## config.mk

```make
export PLATFORM = sky130hd
export DESIGN_NAME = aes_key_sched_ctrl
export DESIGN_NICKNAME = d
export VERILOG_FILES = /design/src/rtl/aes_pkg.sv /design/src/rtl/aes_rr_arb2.sv /design/src/rtl/aes_key_sched_ctrl.sv
export SDC_FILE = /design/constraint.sdc
export NUM_CORES = 2
export LEC_CHECK = 0
export CAP_MARGIN = 10
export CELL_PAD_IN_SITES_DETAIL_PLACEMENT = 0
export CELL_PAD_IN_SITES_GLOBAL_PLACEMENT = 1
export CORE_AREA = 2 2 707 709
export DETAILED_ROUTE_END_ITERATION = 8
export DIE_AREA = 0 0 709 711
export GPL_ROUTABILITY_DRIVEN = 0
export PLACE_DENSITY_LB_ADDON = 0.1
export SYNTH_ARGS = -nofsm -noshare
export SYNTH_HDL_FRONTEND = slang
export SYNTH_SLANG_ARGS = --single-unit
```

## constraint.sdc

```tcl
create_clock -name clk -period 2.3 [get_ports clk]
set_input_delay 0.345 -clock clk [delete_from_list [all_inputs] [get_ports clk]]
set_output_delay 0.345 -clock clk [all_outputs]
set_load 0.03 [all_outputs]
```

## src/rtl/aes_pkg.sv

```systemverilog
// Shared definitions for the AES key-schedule controller.
// Holds the fixed column count, round-key width, direction encoding, controller
// state encoding and helpers for key-length/round-count legality and expander latency.
package aes_pkg;

  localparam int unsigned NB   = 4;
  localparam int unsigned RK_W = 128;

  // Stream direction as seen on rk_dir and in the last-grant flag.
  localparam logic ENC = 1'b0;
  localparam logic DEC = 1'b1;

  typedef enum logic [2:0] {
    StIdle,
    StExpand,
    StReady,
    StGrant,
    StStream
  } ctrl_state_e;

  // Legal (NK, NR) pairs: AES-128, AES-192, AES-256.
  function automatic bit nk_nr_legal(input int unsigned nk, input int unsigned nr);
    return ((nk == 4) && (nr == 10)) || ((nk == 6) && (nr == 12)) || ((nk == 8) && (nr == 14));
  endfunction

  // Cycles a word-per-cycle expander needs from in_valid to out_valid.
  function automatic int unsigned kx_cycles(input int unsigned nk, input int unsigned nb,
                                            input int unsigned nr);
    return nb * (nr + 1) - nk + 1;
  endfunction

endpackage

```

## src/rtl/aes_rr_arb2.sv

```systemverilog
// Two-requester round-robin arbiter.
// Ports:
//   clk, rst_n       clock, asynchronous active-low reset
//   en               arbitration allowed this cycle
//   req_enc/req_dec  level requests
//   grant            a grant is issued on this edge (combinational)
//   pick_dec         winner of the current arbitration, 1 = decrypt (combinational)
//   enc_gnt/dec_gnt  registered one-cycle grant pulses
module aes_rr_arb2
  import aes_pkg::*;
(
  input  logic clk,
  input  logic rst_n,
  input  logic en,
  input  logic req_enc,
  input  logic req_dec,
  output logic grant,
  output logic pick_dec,
  output logic enc_gnt,
  output logic dec_gnt
);

  logic last_q;
  logic enc_gnt_q;
  logic dec_gnt_q;

  always_comb begin
    grant    = en & (req_enc | req_dec);
    // On a tie the side that was not served last wins.
    pick_dec = req_dec & (~req_enc | (last_q == ENC));
  end

  always_ff @(posedge clk or negedge rst_n) begin
    if (!rst_n) begin
      last_q    <= DEC;
      enc_gnt_q <= 1'b0;
      dec_gnt_q <= 1'b0;
    end else begin
      enc_gnt_q <= grant & ~pick_dec;
      dec_gnt_q <= grant & pick_dec;
      if (grant) begin
        last_q <= pick_dec;
      end
    end
  end

  assign enc_gnt = enc_gnt_q;
  assign dec_gnt = dec_gnt_q;

endmodule

```

## src/rtl/aes_key_sched_ctrl.sv

```systemverilog
// AES key-schedule controller.
// Drives the external key expander, latches the expanded schedule and streams
// round keys to an encrypt or decrypt engine chosen by round-robin arbitration.
// Ports:
//   clk, rst_n                 clock, asynchronous active-low reset
//   key_in, key_load           cipher key and load request
//   key_ready                  schedule valid and controller idle
//   kx_err                     one-cycle pulse on expander timeout
//   kx_key, kx_in_valid        key and enable to the expander
//   kx_out_valid, kx_w         expander done and schedule (word0 at LSB)
//   enc_req/dec_req            engine requests, enc_gnt/dec_gnt one-cycle grants
//   rk_valid/rk_ready          round-key beat handshake
//   rk_data, rk_round          round key and its index
//   rk_last, rk_dir            final beat, stream direction (0 enc, 1 dec)
module aes_key_sched_ctrl
  import aes_pkg::*;
#(
  parameter int unsigned NK      = 4,
  parameter int unsigned NB      = 4,
  parameter int unsigned NR      = 10,
  parameter int unsigned TIMEOUT = 64
) (
  input  logic                     clk,
  input  logic                     rst_n,
  input  logic [32*NK-1:0]         key_in,
  input  logic                     key_load,
  output logic                     key_ready,
  output logic                     kx_err,
  output logic [32*NK-1:0]         kx_key,
  output logic                     kx_in_valid,
  input  logic                     kx_out_valid,
  input  logic [32*NB*(NR+1)-1:0]  kx_w,
  input  logic                     enc_req,
  input  logic                     dec_req,
  output logic                     enc_gnt,
  output logic                     dec_gnt,
  output logic                     rk_valid,
  input  logic                     rk_ready,
  output logic [RK_W-1:0]          rk_data,
  output logic [3:0]               rk_round,
  output logic                     rk_last,
  output logic                     rk_dir
);

  localparam int unsigned SchedW    = 32 * NB * (NR + 1);
  localparam int unsigned CntW      = $clog2(TIMEOUT + 1);
  localparam logic [3:0]  LastRound = 4'(NR);

  if (!nk_nr_legal(NK, NR) || (NB != aes_pkg::NB)) begin : g_bad_cfg
    $error("aes_key_sched_ctrl: illegal NK/NB/NR combination");
  end

  ctrl_state_e        state_q;
  logic [32*NK-1:0]   kx_key_q;
  logic               kx_in_valid_q;
  logic               kx_err_q;
  logic               key_ready_q;
  logic [SchedW-1:0]  sched_q;
  logic [CntW-1:0]    cnt_q;
  logic               rk_valid_q;
  logic [3:0]         rk_round_q;
  logic               rk_dir_q;

  logic arb_en;
  logic arb_grant;
  logic arb_pick_dec;
  logic last_beat;

  // A key_load in READY pre-empts any request arriving in the same cycle.
  assign arb_en = (state_q == StReady) && !key_load;

  aes_rr_arb2 u_arb (
    .clk      (clk),
    .rst_n    (rst_n),
    .en       (arb_en),
    .req_enc  (enc_req),
    .req_dec  (dec_req),
    .grant    (arb_grant),
    .pick_dec (arb_pick_dec),
    .enc_gnt  (enc_gnt),
    .dec_gnt  (dec_gnt)
  );

  assign last_beat = rk_valid_q && (rk_round_q == ((rk_dir_q == DEC) ? 4'd0 : LastRound));

  always_ff @(posedge clk or negedge rst_n) begin
    if (!rst_n) begin
      state_q       <= StIdle;
      kx_key_q      <= '0;
      kx_in_valid_q <= 1'b0;
      kx_err_q      <= 1'b0;
      key_ready_q   <= 1'b0;
      sched_q       <= '0;
      cnt_q         <= '0;
      rk_valid_q    <= 1'b0;
      rk_round_q    <= '0;
      rk_dir_q      <= ENC;
    end else begin
      kx_err_q <= 1'b0;
      unique case (state_q)
        StIdle, StReady: begin
          if (key_load) begin
            kx_key_q      <= key_in;
            kx_in_valid_q <= 1'b1;
            key_ready_q   <= 1'b0;
            sched_q       <= '0;
            cnt_q         <= '0;
            state_q       <= StExpand;
          end else if (arb_grant) begin
            key_ready_q <= 1'b0;
            rk_dir_q    <= arb_pick_dec;
            state_q     <= StGrant;
          end
        end
        StExpand: begin
          if (kx_out_valid) begin
            sched_q       <= kx_w;
            kx_in_valid_q <= 1'b0;
            key_ready_q   <= 1'b1;
            state_q       <= StReady;
          end else if (cnt_q == CntW'(TIMEOUT - 1)) begin
            kx_err_q      <= 1'b1;
            kx_in_valid_q <= 1'b0;
            state_q       <= StIdle;
          end else begin
            cnt_q <= cnt_q + 1'b1;
          end
        end
        StGrant: begin
          rk_valid_q <= 1'b1;
          rk_round_q <= (rk_dir_q == DEC) ? LastRound : 4'd0;
          state_q    <= StStream;
        end
        StStream: begin
          if (rk_ready) begin
            if (last_beat) begin
              rk_valid_q  <= 1'b0;
              rk_round_q  <= '0;
              key_ready_q <= 1'b1;
              state_q     <= StReady;
            end else if (rk_dir_q == DEC) begin
              rk_round_q <= rk_round_q - 4'd1;
            end else begin
              rk_round_q <= rk_round_q + 4'd1;
            end
          end
        end
        default: state_q <= StIdle;
      endcase
    end
  end

  // Round r is {W[4r], W[4r+1], W[4r+2], W[4r+3]} with W[4r] in the top word.
  always_comb begin
    rk_data = '0;
    if (rk_valid_q) begin
      for (int i = 0; i < 4; i++) begin
        rk_data[RK_W-1-32*i -: 32] = sched_q[32*(NB*int'(rk_round_q)+i) +: 32];
      end
    end
  end

  assign key_ready   = key_ready_q;
  assign kx_err      = kx_err_q;
  assign kx_key      = kx_key_q;
  assign kx_in_valid = kx_in_valid_q;
  assign rk_valid    = rk_valid_q;
  assign rk_round    = rk_round_q;
  assign rk_last     = last_beat;
  assign rk_dir      = rk_dir_q;

endmodule

```

# After elaboration in Yosys (flattened, before gate mapping)
# Index checks and enable logic that the tools add are counted.
op_classes:
  bitwise: 10
  shift: 4
  n_reduce_logical: 17
  eq_ne: 14
  mux: 37
  add_sub_neg: 6
ops:
  columns: ["op", "count"]
  rows:
  - ["$shiftx A1408 B13 Y32", 3]
  - ["$mux W1408", 2]
  - ["$pmux W1408 S2", 1]
  - ["$shiftx A1408 B12 Y32", 1]
  - ["$mux W128", 1]
  - ["$mux W7", 3]
  - ["$mux W4", 5]
  - ["$mux W3", 6]
  - ["$add A6 B2 Y7 const B", 2]
  - ["$pmux W7 S2", 1]
  - ["$mux W1", 13]
  - ["$ne A2 B2 Y1 const B", 6]
  - ["$pmux W3 S4", 1]
  - ["$reduce_and A3 Y1", 4]
  - ["$pmux W4 S2", 1]
  - ["$reduce_and A4 Y1", 2]
  - ["$add A6 B1 Y7 const B", 1]
  - ["$add A7 B1 Y7 const B", 1]
  - ["$eq A7 B6 Y1 const B", 1]
  - ["$eq A3 B2 Y1 const B", 2]
  - ["$reduce_and A5 Y1", 1]
  - ["$add A4 B1 Y4 const B", 1]
  - ["$and A1 B1 Y1", 4]
  - ["$eq A4 B4 Y1", 1]
  - ["other kinds (16)", 24]
word_totals:
  register_bits: 1558
  word_cells: 101
  output_inout_bits: 268
  inputBits: 1543

# Longest topological paths before layout
logic_depth:
  word_depth: 6
  depth_mapped: 9
  depth_no_buf: 6

# Cells and area by module
# From an unflattened synthesis, not the netlist that was laid out.
unflattened:
  cells_unflattened: 7829
  hier_area_um2: 72728.5
modules_own_cells:
  columns: ["mod", "instances", "cells_each", "area_each_um2", "seq_area_each_um2"]
  rows:
  - ["aes_key_sched_ctrl", 1, 7819, 72602.1, 38912.3]
  - ["aes_rr_arb2", 1, 10, 126.4, 76.3]

# Worst setup path after synthesis
# Ideal clock, no wire load.
synth_timing:
  kind: "flip-flop to flip-flop"
  start: "register rk_round_q[0], in the netlist rk_round[0]"
  end: "register rk_round_q[0], in the netlist rk_round[0]"
  path_buffers: 3
  setup_time_ns: 0.076
  t_arrival_ns: 2.374
  path_slack_ns: -0.151
  path_stages_with_launch: 10
  period_less_slack_ns: 2.451
  t_required_ns: 2.224
  path_cell_list: "dfrtp_1 > buf_6 > buf_2 > inv_2 > clkbuf_1 > ha_1 > and3b_1 > and2_1 > or3_1 > o21ai_1"
synth_via:
  elab_chain_cells: 5
  elab_cells_between_ends: 8
  cone_classes: "2 x add/sub; 1 x eq/ne; 4 x mux; 1 x reduce/logical"
synth_lines:
  columns: ["element", "line_no", "text"]
  rows:
  - ["start, declared", "aes_key_sched_ctrl.sv:61", "logic [3:0] rk_round_q;"]
  - ["start signal, assigned", "aes_key_sched_ctrl.sv:131", "rk_round_q <= (rk_dir_q == DEC) ? LastRound : 4'd0;"]
  - ["start signal, assigned", "aes_key_sched_ctrl.sv:142", "rk_round_q <= rk_round_q - 4'd1;"]
  - ["start signal, assigned", "aes_key_sched_ctrl.sv:144", "rk_round_q <= rk_round_q + 4'd1;"]
  - ["$eq A4 B4 Y1", "aes_key_sched_ctrl.sv:84", "assign last_beat = rk_valid_q && (rk_round_q == ((rk_dir_q == DEC) ? 4'd0 : LastRound));"]
  - ["$logic_and A1 B1 Y1", "aes_key_sched_ctrl.sv:84", null]
  - ["net rk_last", "aes_key_sched_ctrl.sv:41", "output logic rk_last,"]
  - ["$mux W4", "aes_key_sched_ctrl.sv:136", "if (last_beat) begin"]
  - ["$mux W4", "aes_key_sched_ctrl.sv:135", "if (rk_ready) begin"]
  - ["$pmux W4 S2", "aes_key_sched_ctrl.sv:100", "unique case (state_q)"]
# The timed path passes the listed nets, and every way through them passes these cells. The select of a mux whose other input is x is not followed.
# A chain may end at the register's enable or synchronous reset.

# Final worst setup path
layout_timing:
  start: "register rk_round_q[0], in the netlist rk_round[0]"
  end: "output rk_data[68]"
layout_via:
  elab_chain_cells: 3
layout_lines:
  columns: ["element", "line_no", "text"]
  rows:
  - ["$add A6 B1 Y7", "aes_key_sched_ctrl.sv:158", "rk_data[RK_W-1-32*i -: 32] = sched_q[32*(NB*int'(rk_round_q)+i) +: 32];"]
  - ["$shiftx A1408 B13 Y32", "aes_key_sched_ctrl.sv:158", null]
  - ["$mux W128", "aes_key_sched_ctrl.sv:156", "if (rk_valid_q) begin"]
  - ["end, declared", "aes_key_sched_ctrl.sv:39", "output logic [RK_W-1:0] rk_data,"]
# Every way passes these cells.

==> results.md <==
* Layout net count at 12200
* Crit-path leading delay family: buffers and inverters
* Hold Crit Depth at 3
* Clock latency on the worst-skew pair at 0.92 ns
* Leak Pwr at about 50 nW
* Wire length per cell at 26.7 um
* Top cell by count, worst path: buf_16
* Multi-input gate area at approximately 32000 um2
* Sw Pwr at 0.0683 W
* Worst Setup Path Type: reg -> out
* Most frequent cells in the layout: nand2_1 (2827), dfrtp_1 (1551), clkdlybuf4s50_1 (1541)
* Clock power frac at 21.7%
* Post-route setup slack at -1.32 ns
* Internal power at 0.0944 W
* Failing checks: negative setup slack
* Synth warn at 0
* Worst path slowest cell: mux4_2
* Router iterations before antenna repair at 7
* Routed WL at 467000 um
* Fraction of layout cells with a size suffix above 1 at 18.0%
* Crit. End Element: primary output
* Die extent in x at 709 um
* Global-route usage over all layers at 18.0%
* Combinational Power Share at 48.5%
* Synth Instances at ~7600
* Final Skew at 0.0577 ns
* Remaining antenna violation count at 0
* Grt ovf at 0
* Vias at 68100
* Net Count, Synth at 9102
* Register Area at a little under 40000 um2
* Fmax at 0.276 GHz
* Max Slew Vio Count at 0
* Post-synth EDFFs at 0
* # rows at between 200 and 300
* Hold slack final at 0.0953 ns
* CTS clk-pin slew, worst paths at 0.06 ns
* Final number of setup-violating endpoints at about 140
* Syn Area/Cell at 9.67 um2
* H-tree levels at 4
* Async set or reset register ratio after synthesis at between 90% and 100%
* Root Driver: clkbuf_16
* Dpl hpwl at 370000 um
* Reg2reg setup slack at -0.17 ns
* Worst stage delay on the critical path at 0.51 ns
* Final hold viol count at 0
* Max_cap viols at 0
* RSZ-0062 raised after global routing: true
* Pin count of the biggest net entering global routing at 97
* Min cycle time layout at between 3 and 4 ns
* Post-synth cell types at 51
* CP bufs+invs at 5
* Sink Count at between 1500 and 2000
* Die height at 711 um
* First-pass GRT wire length at between 600000 and 700000 um
* Post-route clock period utilization at 157%
* Status: complete, but fails checks
* CP required at 1.96 ns
* CTS tree: built
* Worst path cell trace: buf_16 -> buf_16 -> buf_16 -> buf_12 -> mux4_2 -> mux2i_2 -> o22ai_2 -> and2_4 -> buf_12
* DRC at 0
* Die Area at between 500000 and 600000 um2
* Tot Pwr at roughly 0.16 W
* Initial DRC count at between 3000 and 4000
* Avg Vias per Cell at 3.89
* Worst rel slew slack at 51.2%
* Ports at 1811
* Placed Cells incl. Taps at 15900
* CP max FO at 8
* Post-route cell area at 125000 um2
* Hold path start: kx_w[386]
* Top FF cell, synth: dfrtp_1
* Hold endpoint: sched_q[386]$_DFFE_PN0P_
* # fillers at 53200
* Pwr per Cell Area at roughly 1300 nW/um2
* Reg2Reg Launch Point: rk_round[0]$_DFFE_PN0P_
* Fin cells at 17500
* Hold Path Class: in -> reg
* Placed Instance Area at 104000 um2
* Starting density of the core at 14.7%
* Synth Register Bits at ~1600
* WP data arrival at 3.27 ns
* Post-Synthesis Cell Area at 73100 um2
* Initial antenna violation count at 196
* I/O Buffers at 1810
* Core Area at 496000 um2
* Reg power frac at 29.8%
* Post-synthesis sequential area ratio at 53.4%
* Total CTS buffers at 217
* Setup TNS at -151.87 ns
* Peak supply drop at 727 uV
* Clock tree buffer depth at 4
* Worst r2r dst: rk_round[0]$_DFFE_PN0P_
* Layout Area Growth over Synthesis at 71.4%
* Worst slew pin tran at between 0.7 and 0.8 ns
* Switch share at 42.0%
* Most common cell after layout, fill and taps aside: nand2_1
* Startpoint Class: flip-flop
* Vias in the first global route at around 74000
* Reg2Reg Depth at 10
per-layer routing:
metal	up-vias	wire length (um)	track usage, %
li1	31900	-	-
met1	33600	198000	22.4
met2	1882	235000	32.1
met3	709	18000	2.39
met4	20	16200	5.40
met5	-	128	0
through the flow:
| step | utilization [%] | setup WS [ns] |
|---|---|---|
| after global routing | 25.2 | -1.44 |
| after floorplan | - | 0.0221 |
| after global placement | 20.9 | -0.801 |
| final | 25.2 | -1.32 |
| after detailed placement | 20.9 | -0.829 |
| after CTS | 25.1 | -1.48 |
worst max-delay path by stage:
stage | slack, ns | depth (start not counted) | end | start
after floorplan | 0.02 | 9 | rk_round[0]$_DFFE_PN0P_ | rk_round[0]$_DFFE_PN0P_
final | -1.32 | 9 | rk_data[68] | rk_round[0]$_DFFE_PN0P_
after detailed placement | -0.83 | 9 | rk_data[117] | rk_round[0]$_DFFE_PN0P_
after global placement | -0.80 | 9 | rk_data[117] | rk_round[0]$_DFFE_PN0P_
after global routing | -1.44 | 9 | rk_data[29] | rk_round[0]$_DFFE_PN0P_
after CTS | -1.48 | 9 | rk_data[68] | rk_round[0]$_DFFE_PN0P_
worst min-delay path, cell delays in order:
cell             delay [ns]
clkdlybuf4s50_1        0.45
nand2_1                0.08
o21ai_1                0.05
cells by family (layout without fill, tap and decap cells):
logic type	Yosys count	after routing	synth area share, %
muxes	642	642	13.6
other	0	44	0
buffers and inverters	649	3921	4.50
xor gates and xnor gates	3	3	0.0360
and+or+nand+nor	2993	2993	15.9
AOI/OAI and AO/OA	1704	1704	12.4
adders and majority gates	5	5	0.0959
DFF	1558	1558	53.4
registers in the layout, summed over array words and instances, names as in the netlist, 3 cells and up:
register  cells
rk_round      4
cnt_q         7
sched_q    1408
state_q       3
kx_key      128
what timing repair did:
action	4_1_cts	5_1_grt
gates resized for setup	627	130
endpoints found under the setup margin	273	139
hold endpoints to repair	2017	0
pin swaps	122	77
hold buffers	1044	0
setup buffers	75	29
gates cloned	25	4
power by group through the flow:
| stage | registers, W | clock network [W] | logic, W |
|---|---|---|---|
| after CTS | 0.0486 | 0.0368 | 0.0800 |
| after global placement | 0.0492 | 0 | 0.0737 |
| after floorplan | 0.0464 | 0 | 0.0367 |
| after detailed placement | 0.0489 | 0 | 0.0738 |
| after global routing | 0.0499 | 0.0376 | 0.0856 |
| final | 0.0485 | 0.0353 | 0.0789 |
synthesized netlist by cell type, types with 4 or more instances:
cell | instances | area [um2]
mux2_2 | 244 | 2750
o21ai_0 | 5 | 25.0
o21ai_1 | 1410 | 7060
buf_1 | 27 | 101
a22oi_1 | 129 | 968
and2_1 | 132 | 826
or3_1 | 4 | 25.0
a21oi_1 | 10 | 50.1
dfrtp_1 | 1557 | 39000
clkbuf_1 | 302 | 1130
buf_6 | 37 | 417
mux2_1 | 13 | 146
ha_1 | 4 | 50.1
mux4_2 | 256 | 5770
o22ai_1 | 129 | 807
nand2_1 | 2827 | 10600
mux2i_1 | 129 | 1290
nand3_1 | 6 | 30.0
buf_2 | 192 | 961
nor2_1 | 10 | 37.5
a21o_1 | 4 | 30.0
buf_4 | 86 | 646
area by class of cell:
cell class	instances	area share [%]
antenna	44	0.0880
clock buffer	333	5.14
clock inverter	58	0.677
inverter	4	0.0220
multi-input combinational	5347	25.9
sequential	1558	31.2
tap	6655	6.65
timing repair buffer	3526	30.4
Note: power is estimated with default switching activity, not from simulation.
